**config.mk**
```make
export PLATFORM = sky130hd
export DESIGN_NAME = ocl_inst_issue_queue
export DESIGN_NICKNAME = d
export VERILOG_FILES = /design/src/rtl/ocl_inst_issue_queue_pkg.sv /design/src/rtl/ocl_inst_issue_queue_credit_counter.sv /design/src/rtl/ocl_inst_issue_queue.sv
export SDC_FILE = /design/constraint.sdc
export NUM_CORES = 1
export LEC_CHECK = 0
export ABC_AREA = 1
export BUFFER_PORTS_ARGS = -buffer_cell sky130_fd_sc_hd__buf_2
export CORE_MARGIN = 8
export CORE_UTILIZATION = 55
export DETAILED_ROUTE_END_ITERATION = 10
export HOLD_SLACK_MARGIN = 0.05
export PLACE_DENSITY = 0.82
export SLEW_MARGIN = 15
export SYNTH_ARGS = -nofsm -noshare
export SYNTH_HDL_FRONTEND = slang
export SYNTH_SLANG_ARGS = --single-unit
```
**constraint.sdc**
```tcl
create_clock -name clk -period 5.4 [get_ports clk]
set_clock_uncertainty 0.05 [all_clocks]
set_input_delay 0.54 -clock clk [delete_from_list [all_inputs] [get_ports clk]]
set_output_delay 0.54 -clock clk [all_outputs]
set_load 0.02 [all_outputs]
```
**src/rtl/ocl_inst_issue_queue_pkg.sv**
```systemverilog
// Shared widths and the packed instruction-entry layout for the OCL issue queue.
// Entries are stored and issued as a single packed word.
package ocl_inst_issue_queue_pkg;

   localparam int OPCODE_WIDTH  = 6;
   localparam int INTT_ID_WIDTH = 6;
   localparam int LWE_BIT_WIDTH = 32;
   localparam int GATE_WIDTH    = 3;
   localparam int SUBS_WIDTH    = 4;

   typedef struct packed {
      logic [OPCODE_WIDTH-1:0]  opcode;
      logic [GATE_WIDTH-1:0]    gate;
      logic [INTT_ID_WIDTH-1:0] intt_id;
      logic [LWE_BIT_WIDTH-1:0] init_value;
      logic [SUBS_WIDTH-1:0]    subs_factor;
   } inst_entry_t;

   localparam int INST_ENTRY_WIDTH = $bits(inst_entry_t);

   function automatic inst_entry_t pack_entry(
      input logic [OPCODE_WIDTH-1:0]  opcode,
      input logic [GATE_WIDTH-1:0]    gate,
      input logic [INTT_ID_WIDTH-1:0] intt_id,
      input logic [LWE_BIT_WIDTH-1:0] init_value,
      input logic [SUBS_WIDTH-1:0]    subs_factor
   );
      inst_entry_t e;
      e.opcode      = opcode;
      e.gate        = gate;
      e.intt_id     = intt_id;
      e.init_value  = init_value;
      e.subs_factor = subs_factor;
      return e;
   endfunction

endpackage

```
**src/rtl/ocl_inst_issue_queue_credit_counter.sv**
```systemverilog
// Saturating ROB credit counter: issue consumes a credit, retire returns one.
// A retire arriving with all credits already home is ignored and latched as an underflow.
module issue_credit_counter #(
   parameter int ROB_DEPTH = 8,
   parameter int CRED_W    = $clog2(ROB_DEPTH + 1)
) (
   input  logic              clk,
   input  logic              rst,
   input  logic              dec_i,
   input  logic              inc_i,
   output logic [CRED_W-1:0] credits_o,
   output logic              underflow_o
);

   localparam logic [CRED_W-1:0] CRED_MAX = CRED_W'(ROB_DEPTH);

   logic [CRED_W-1:0] credits_q, credits_d;
   logic              underflow_q, underflow_d;
   logic              at_max, at_zero, inc_ok, dec_ok;

   assign at_max  = (credits_q == CRED_MAX);
   assign at_zero = (credits_q == '0);
   assign inc_ok  = inc_i && !at_max;
   assign dec_ok  = dec_i && !at_zero;

   always_comb begin
      credits_d   = credits_q;
      underflow_d = underflow_q | (inc_i && at_max);
      unique case ({inc_ok, dec_ok})
         2'b10:   credits_d = credits_q + CRED_W'(1);
         2'b01:   credits_d = credits_q - CRED_W'(1);
         default: credits_d = credits_q;
      endcase
   end

   always_ff @(posedge clk) begin
      if (rst) begin
         credits_q   <= CRED_MAX;
         underflow_q <= 1'b0;
      end else begin
         credits_q   <= credits_d;
         underflow_q <= underflow_d;
      end
   end

   assign credits_o   = credits_q;
   assign underflow_o = underflow_q;

endmodule

```
**src/rtl/ocl_inst_issue_queue.sv**
```systemverilog
// Instruction FIFO between the OCL slave and the compute-chain ROB input pipe.
// Issue is gated by ROB credits so the ROB cannot overflow regardless of pipe depth.
module ocl_inst_issue_queue
   import ocl_inst_issue_queue_pkg::*;
#(
   parameter int DEPTH_LOG2 = 3,
   parameter int ROB_DEPTH  = 8,
   parameter int CRED_W     = $clog2(ROB_DEPTH + 1)
) (
   input  logic                     clk,
   input  logic                     rst,
   input  logic                     inst_wr_en,
   input  logic [OPCODE_WIDTH-1:0]  inst_opcode,
   input  logic [GATE_WIDTH-1:0]    inst_gate,
   input  logic [INTT_ID_WIDTH-1:0] inst_iNTT_id,
   input  logic [LWE_BIT_WIDTH-1:0] inst_init_value,
   input  logic [SUBS_WIDTH-1:0]    inst_subs_factor,
   output logic                     inst_full,
   output logic                     inst_empty,
   input  logic                     issue_enable,
   input  logic                     flush,
   input  logic                     rob_retire,
   output logic                     rob_wr_en,
   output logic [OPCODE_WIDTH-1:0]  rob_opcode,
   output logic [GATE_WIDTH-1:0]    rob_gate,
   output logic [INTT_ID_WIDTH-1:0] rob_iNTT_id,
   output logic [LWE_BIT_WIDTH-1:0] rob_init_value,
   output logic [SUBS_WIDTH-1:0]    rob_subs_factor,
   output logic [DEPTH_LOG2:0]      occupancy,
   output logic [CRED_W-1:0]        credits,
   output logic                     err_overflow,
   output logic                     err_underflow
);

   localparam int DEPTH = 1 << DEPTH_LOG2;
   localparam int PTR_W = DEPTH_LOG2 + 1;

   logic [PTR_W-1:0] wr_ptr_q, wr_ptr_d;
   logic [PTR_W-1:0] rd_ptr_q, rd_ptr_d;
   inst_entry_t      mem_q [DEPTH];
   inst_entry_t      wr_entry, head_entry;
   inst_entry_t      payload_q, payload_d;
   logic             rob_wr_en_q, rob_wr_en_d;
   logic             err_overflow_q, err_overflow_d;
   logic             full, empty, push, do_issue;
   logic [CRED_W-1:0] credit_cnt;

   // Extra pointer MSB distinguishes full from empty when the index bits match.
   assign empty = (wr_ptr_q == rd_ptr_q);
   assign full  = (wr_ptr_q[DEPTH_LOG2] != rd_ptr_q[DEPTH_LOG2]) &&
                  (wr_ptr_q[DEPTH_LOG2-1:0] == rd_ptr_q[DEPTH_LOG2-1:0]);

   assign wr_entry   = pack_entry(inst_opcode, inst_gate, inst_iNTT_id,
                                  inst_init_value, inst_subs_factor);
   assign head_entry = mem_q[rd_ptr_q[DEPTH_LOG2-1:0]];

   // Fullness is judged on the registered pointers only; a pop this cycle never frees room.
   assign push     = inst_wr_en && !full && !flush;
   assign do_issue = !empty && (credit_cnt != '0) && issue_enable && !flush;

   always_comb begin
      wr_ptr_d       = wr_ptr_q;
      rd_ptr_d       = rd_ptr_q;
      rob_wr_en_d    = do_issue;
      payload_d      = payload_q;
      err_overflow_d = err_overflow_q | (inst_wr_en && full && !flush);
      if (flush) begin
         wr_ptr_d = '0;
         rd_ptr_d = '0;
      end else begin
         if (push)
            wr_ptr_d = wr_ptr_q + PTR_W'(1);
         if (do_issue)
            rd_ptr_d = rd_ptr_q + PTR_W'(1);
      end
      if (do_issue)
         payload_d = head_entry;
   end

   always_ff @(posedge clk) begin
      if (rst) begin
         wr_ptr_q       <= '0;
         rd_ptr_q       <= '0;
         rob_wr_en_q    <= 1'b0;
         payload_q      <= '0;
         err_overflow_q <= 1'b0;
      end else begin
         wr_ptr_q       <= wr_ptr_d;
         rd_ptr_q       <= rd_ptr_d;
         rob_wr_en_q    <= rob_wr_en_d;
         payload_q      <= payload_d;
         err_overflow_q <= err_overflow_d;
      end
   end

   // Storage needs no reset: the pointers alone decide which entries are valid.
   always_ff @(posedge clk) begin
      if (push)
         mem_q[wr_ptr_q[DEPTH_LOG2-1:0]] <= wr_entry;
   end

   issue_credit_counter #(
      .ROB_DEPTH (ROB_DEPTH),
      .CRED_W    (CRED_W)
   ) u_credit (
      .clk         (clk),
      .rst         (rst),
      .dec_i       (do_issue),
      .inc_i       (rob_retire),
      .credits_o   (credit_cnt),
      .underflow_o (err_underflow)
   );

   assign inst_full       = full;
   assign inst_empty      = empty;
   assign occupancy       = wr_ptr_q - rd_ptr_q;
   assign credits         = credit_cnt;
   assign err_overflow    = err_overflow_q;
   assign rob_wr_en       = rob_wr_en_q;
   assign rob_opcode      = payload_q.opcode;
   assign rob_gate        = payload_q.gate;
   assign rob_iNTT_id     = payload_q.intt_id;
   assign rob_init_value  = payload_q.init_value;
   assign rob_subs_factor = payload_q.subs_factor;

endmodule

```
==> metrics.cfg, run 1 <==
[status]
status = finished, final reports clean

[worst_setup_path]
critPathTopFamily = simple AND/OR/NAND/NOR gates
critPathSlowestCell = nor2_4
crit_type = reg -> reg
cp_common_cell = nand3_1
endpoint_kind = flip-flop
critPathBufInv = 2
worst_ep_required_time_ps = 5560
startpoint_type = flip-flop
worstPathMaxFanout = 57
arrival_ps = 4000
max_stage_delay_ps = 970
path_cells = inv_2 > ha_1 > nand2_1 > nor2_2 > nand3_1 > nand3_1 > nor2_4 > buf_4

[placed_design]
port_buffers = 120
dp.cells = 2480
place_area_um2 = 21000
hpwl_um = 25700
gp_congestion = 0.788

[synth]
synth_edf_count = 408
syn-num-nets = 2032
synth_top_family_by_area = simple AND/OR/NAND/NOR gates
syn_inst = 1965
synthSimpleGateAreaFrac_pct = 19.2
ys_ff_latch = 474
synth_flop_cell = edfxtp_1
synth_cell_type_count = 27
synth_top_cell_by_area = edfxtp_1
synth_top_area_share_pct = 61.2
synth_area_um2 = 20000
ys_warn_count = 0
async_flop_share_pct = 0
synth_fa_ha_area_share_pct = 0.700
muxShareOfSynthArea_pct = 0
avgSynthCellArea_um2 = 10.2
synthXorXnorAreaFrac_pct = 0.306
ys_seq_area_share_pct = 67.8
synth_compound_area_share_pct = 2.51
synth_area_leaders = edfxtp_1, nand2_1, nand3_1

[timing]
rsz0062_at_grt = no
slew_headroom_pct = 20.2
tightest_slew_ps = 1200
min_period_over_period_pct = 71.1
setup_viol = 0
period_minus_slack_ps = 3840
finalHoldViolations = 0
tns_ps = 0
fmax_mhz = 261
drv_slew = 0

[detailed_routing]
finalWirelength_um = 44000
drt-initial-drc-count = 947
via_per_inst = 5.19
wire_per_inst_um = 17.1
dr.pass1.iters = 7
ant_nets = 0
drc = 0
num_vias = 13300

[power]
p_per_area_nw_per_um2 = 332
power.leakage_nw = 9.58
irDropWorstVdd_uv = 281

[clock_tree]
clk-insertion-delay-late_ps = 560
clockRootBuffer = clkbuf_16
clk_pin_slew_ps = 60
cts_tree = built
cts_made_buffers = 47
ctsHoldBuffers = 0
postCtsSetupBuffers = 0
cts.repair.resized = 0
htreeDepth = 2
cts_buffer_depth = 3
cts_sinks = 474

[final_layout]
final_net_count = 2128
layout-drive-gt1-share_pct = 12.2
post-route-util_pct = 61.7
area_growth_pct = 11.8
final_area_um2 = 22400
fin_cells = 2570

[grt]
grt_usage_pct = 20.8
grt_max_degree = 153
grt_pass1_vias = 13600
antenna_found_initial = 2
gr-total-overflow = 0
grt_pass1_wl_um = 69300

[floorplanning]
coreArea_um2 = 36300
dieHeight_um = 207
num_rows = 70
start_util_pct = 55.2
num_io_pins = 121
dieArea_um2 = 42800
die_x_um = 207

[job]
maxCapViolations = 0

[hold_path]
min_path_type = in -> reg

-- logic make-up after synthesis --
family | Yosys count
AND/OR/NAND/NOR | 929
flip-flops | 474
buffers and inverters | 473
AO/OA/AOI/OAI | 72
adder cells (fa/ha/maj) | 10
XOR/XNOR | 7
-- report_power, final --
| part | internal (mW) | total, mW | switching (mW) |
|---|---|---|---|
| logic | 0.104 | 0.343 | 0.239 |
| registers | 4.02 | 4.05 | 0.0308 |
| clock network | 1.69 | 3.03 | 1.34 |
-- per-stage QoR --
stage	worst slack, ps	power (mW)	hold slack (ps)
after floorplan	1110	4.33	421
after global placement	1750	4.45	385
after detailed placement	1590	4.47	400
after CTS	1560	7.47	182
after global routing	1250	7.64	201
final	1560	7.43	196
-- registers in the layout (all words and copies together) (netlist names) --
signal                cells
mem_q                   408
rob_init_value           32
rob_iNTT_id               6
rob_opcode                6
rd_ptr_q                  4
rob_subs_factor           4
u_credit.credits_o        4
wr_ptr_q                  4
rob_gate                  3
err_overflow              1
rob_wr_en                 1
u_credit.underflow_o      1
-- worst paths after layout --
check | slack (ps) | cells after the start | end | startpoint
setup reg to reg | 1560 | 8 | mem_q[4][44] | rd_ptr_q[1]
setup / recovery | 1560 | 8 | mem_q[4][44] | rd_ptr_q[1]
hold / removal | 200 | 1 | mem_q[0][17] | inst_init_value[13]
hold reg to reg | 410 | 2 | err_overflow | err_overflow
-- Yosys cell counts (6+ instances only) --
master / count
buf_4: 9
dfxtp_1: 66
buf_2: 47
nand2_1: 642
nand3_1: 267
nor2_1: 13
clkinv_1: 24
a21oi_2: 35
edfxtp_1: 408
ha_1: 8
inv_1: 355
o21ai_0: 6
clkbuf_1: 15
a21oi_1: 30
buf_1: 12
-- placed cells by master (no fill, tap or decap), types with 2 or more instances in the layout --
master     count
a21oi_1       30
a21oi_2       35
buf_2        119
buf_4         15
clkbuf_1      13
clkbuf_16     48
clkbuf_8       4
clkinv_1      35
clkinv_2       8
dfxtp_1       64
dfxtp_4        2
diode_2        2
edfxtp_1     408
fa_1           2
ha_1           8
inv_1        355
inv_2          6
inv_6          2
nand2_1      642
nand3_1      267
nor2_1         6
nor2_2         2
nor2_4         8
o21ai_0        6
xnor2_1        3
xor2_1         4
-- cell type report --
type                            instances  area [µm²]
Antenna cell                            2        5.00
Clock buffer                           65        1310
Clock inverter                         23         119
Fill cell                            2743       13900
Inverter                              385        1450
Multi-Input combinational cell       1018        4620
Sequential cell                       474       13600
Tap cell                              468         586
Timing Repair Buffer                  135         728
-- per-layer routing --
metal | track usage (%) | vias up | share of wire [%]
met5 | 0 | - | 0.023
li1 | - | 6443 | -
met1 | 25.5 | 6287 | 41
met2 | 36.3 | 500 | 50
met4 | 8.75 | 2 | 2.9
met3 | 3.23 | 95 | 6.7
Power figures use the tool's default switching activity.
==> run 2: changes to the inputs <==
--- a/config.mk
+++ b/config.mk
@@ -8,10 +8,10 @@
 export ABC_AREA = 1
 export BUFFER_PORTS_ARGS = -buffer_cell sky130_fd_sc_hd__buf_2
 export CORE_MARGIN = 8
-export CORE_UTILIZATION = 55
+export CORE_UTILIZATION = 61
 export DETAILED_ROUTE_END_ITERATION = 10
 export HOLD_SLACK_MARGIN = 0.05
-export PLACE_DENSITY = 0.82
+export PLACE_DENSITY = 0.86
 export SLEW_MARGIN = 15
 export SYNTH_ARGS = -nofsm -noshare
 export SYNTH_HDL_FRONTEND = slang
==> constraint.sdc (replaced) <==
create_clock -name clk -period 4 [get_ports clk]
set_clock_uncertainty 0.05 [all_clocks]
set_input_delay 0.4 -clock clk [delete_from_list [all_inputs] [get_ports clk]]
set_output_delay 0.4 -clock clk [all_outputs]
set_load 0.02 [all_outputs]
==> metrics.cfg, run 2 (synthesis gave the netlist of run 1 again) <==
[status]
status = finished, final reports clean

[floorplanning]
dieArea_um2 = 38900
die_x_um = 197
num_rows = 66
start_util_pct = 61.7
dieHeight_um = 197
num_io_pins = 121
coreArea_um2 = 32500

[worst_setup_path]
rr_startpoint = rd_ptr_q[0]
crit_cells = 7
reg2reg_slack_ps = 960
path_cells = ha_1 > inv_1 > nor2_2 > nand3_1 > nand3_1 > nor2_4 > buf_12
crit_type = reg -> reg
arrival_ps = 3220
max_stage_delay_ps = 630
worst_ep_required_time_ps = 4170
worstPathMaxFanout = 37
worstSetupStartpoint = rd_ptr_q[0]
endpoint_kind = flip-flop
critPathSlowestCell = nor2_4
timing.rr.end = mem_q[2][32]
cp_common_cell = nand3_1
startpoint_type = flip-flop
critPathTopFamily = simple AND/OR/NAND/NOR gates
worstRegToRegCells = 7
critPathBufInv = 2

[grt]
grt_max_degree = 125
antenna_found_initial = 6
grt_pass1_vias = 13800
grt_usage_pct = 23.3
grt_pass1_wl_um = 71400
gr-total-overflow = 0

[final_layout]
post-route-util_pct = 69.6
final_area_um2 = 22600
largest_reg_flops = 408
layout_commonest_cell = nand2_1
layout-drive-gt1-share_pct = 12.8
area_growth_pct = 12.8
fillers = 2189
layout_common_cells = nand2_1, edfxtp_1, inv_1
final_net_count = 2138

[placed_design]
place_area_um2 = 21000
port_buffers = 120
hpwl_um = 24800
gp_congestion = 0.780

[hold_path]
min_path_type = in -> reg
min_from = inst_init_value[15]
min_delay_path_depth = 1
hold_path_end = mem_q[0][19]

[timing]
tightest_slew_ps = 989
rsz0062_at_grt = no
period_minus_slack_ps = 3040
slew_headroom_pct = 34.0
min_period_over_period_pct = 76.1
finalHoldViolations = 0
fmax_mhz = 329
drv_slew = 0
setup_viol = 0

[power]
irDropWorstVdd_uv = 395
intPower_mw = 8.06
p_per_area_nw_per_um2 = 453
p_comb_share_pct = 4.5
p_clk_share_pct = 42.1
power.leakage_nw = 9.67
p_switching_mw = 2.17
p_seq_share_pct = 53.5
swShare_pct = 21.2

[clock_tree]
cts_tree = built
clk-insertion-delay-late_ps = 550
cts_made_buffers = 46
cts_buffer_depth = 3
clockRootBuffer = clkbuf_16
cts_sinks = 474
cts.repair.resized = 0
htreeDepth = 2
clk_pin_slew_ps = 60

[detailed_routing]
via_per_inst = 5.36
drt-initial-drc-count = 1339
ant_nets = 0
dr.pass1.iters = 6
finalWirelength_um = 45500
num_vias = 13700
wire_per_inst_um = 17.8
drc = 0

[job]
maxCapViolations = 0

## run 2: routing by layer
metal	track usage (%)	up-vias	share of wire (%)
met3	3.70	117	8.4
met5	0	-	0.053
met4	9.42	4	3.1
met1	28.9	6458	38
met2	40.4	657	51
li1	-	6466	-
## run 2: worst register-to-register path, delay by kind of cell, from the launching register on
kind | cells | cell delay, ps
flops | 1 | 610
simple gates | 4 | 1270
fa+ha+maj | 1 | 340
buf+inv | 2 | 440
## run 2: cell type report
class	count	area, µm²	share of cell area (%)
diodes	5	12.5	0.0554
clock buffers	61	1220	5.39
clock inverters	24	285	1.26
inverters	385	1450	6.42
multi-input cells	1018	4620	20.4
flip-flops and latches	474	13600	60.1
well taps	442	553	2.45
repair buffers	146	881	3.90
## run 2: worst max-delay path by stage
stage | end | slack [ps]
2_1_floorplan | mem_q[0][0] | -290
3_3_place_gp | mem_q[2][27] | 1120
3_5_place_dp | mem_q[2][34] | 960
4_1_cts | mem_q[2][32] | 940
5_1_grt | mem_q[2][32] | 750
6_report | mem_q[2][32] | 960
## run 2: power groups by stage
stage	registers, mW	clock network, mW	logic, mW
2_1_floorplan	5.61	0	0.233
3_3_place_gp	5.57	0	0.429
3_5_place_dp	5.58	0	0.455
4_1_cts	5.47	4.35	0.461
5_1_grt	5.48	4.55	0.512
6_report	5.47	4.31	0.458
## run 2: timing repair
item                                   CTS  global route
hold buffers                             3             0
setup buffers                            0             0
setup endpoints to repair                0             0
endpoints found under the hold margin   24             0
## run 2: per-stage QoR
step | power (mW) | cells | hold slack [ps] | worst slack, ps | setup TNS [ps]
final | 10.2 | 2555 | 65.2 | 957 | 0
after CTS | 10.3 | 2550 | 50.7 | 939 | 0
after detailed placement | 6.03 | 2462 | 391 | 963 | 0
after global routing | 10.5 | 2554 | 64.8 | 752 | 0
after global placement | 6.00 | 2462 | 388 | 1120 | 0
after floorplan | 5.85 | 1965 | 421 | -288 | -49410
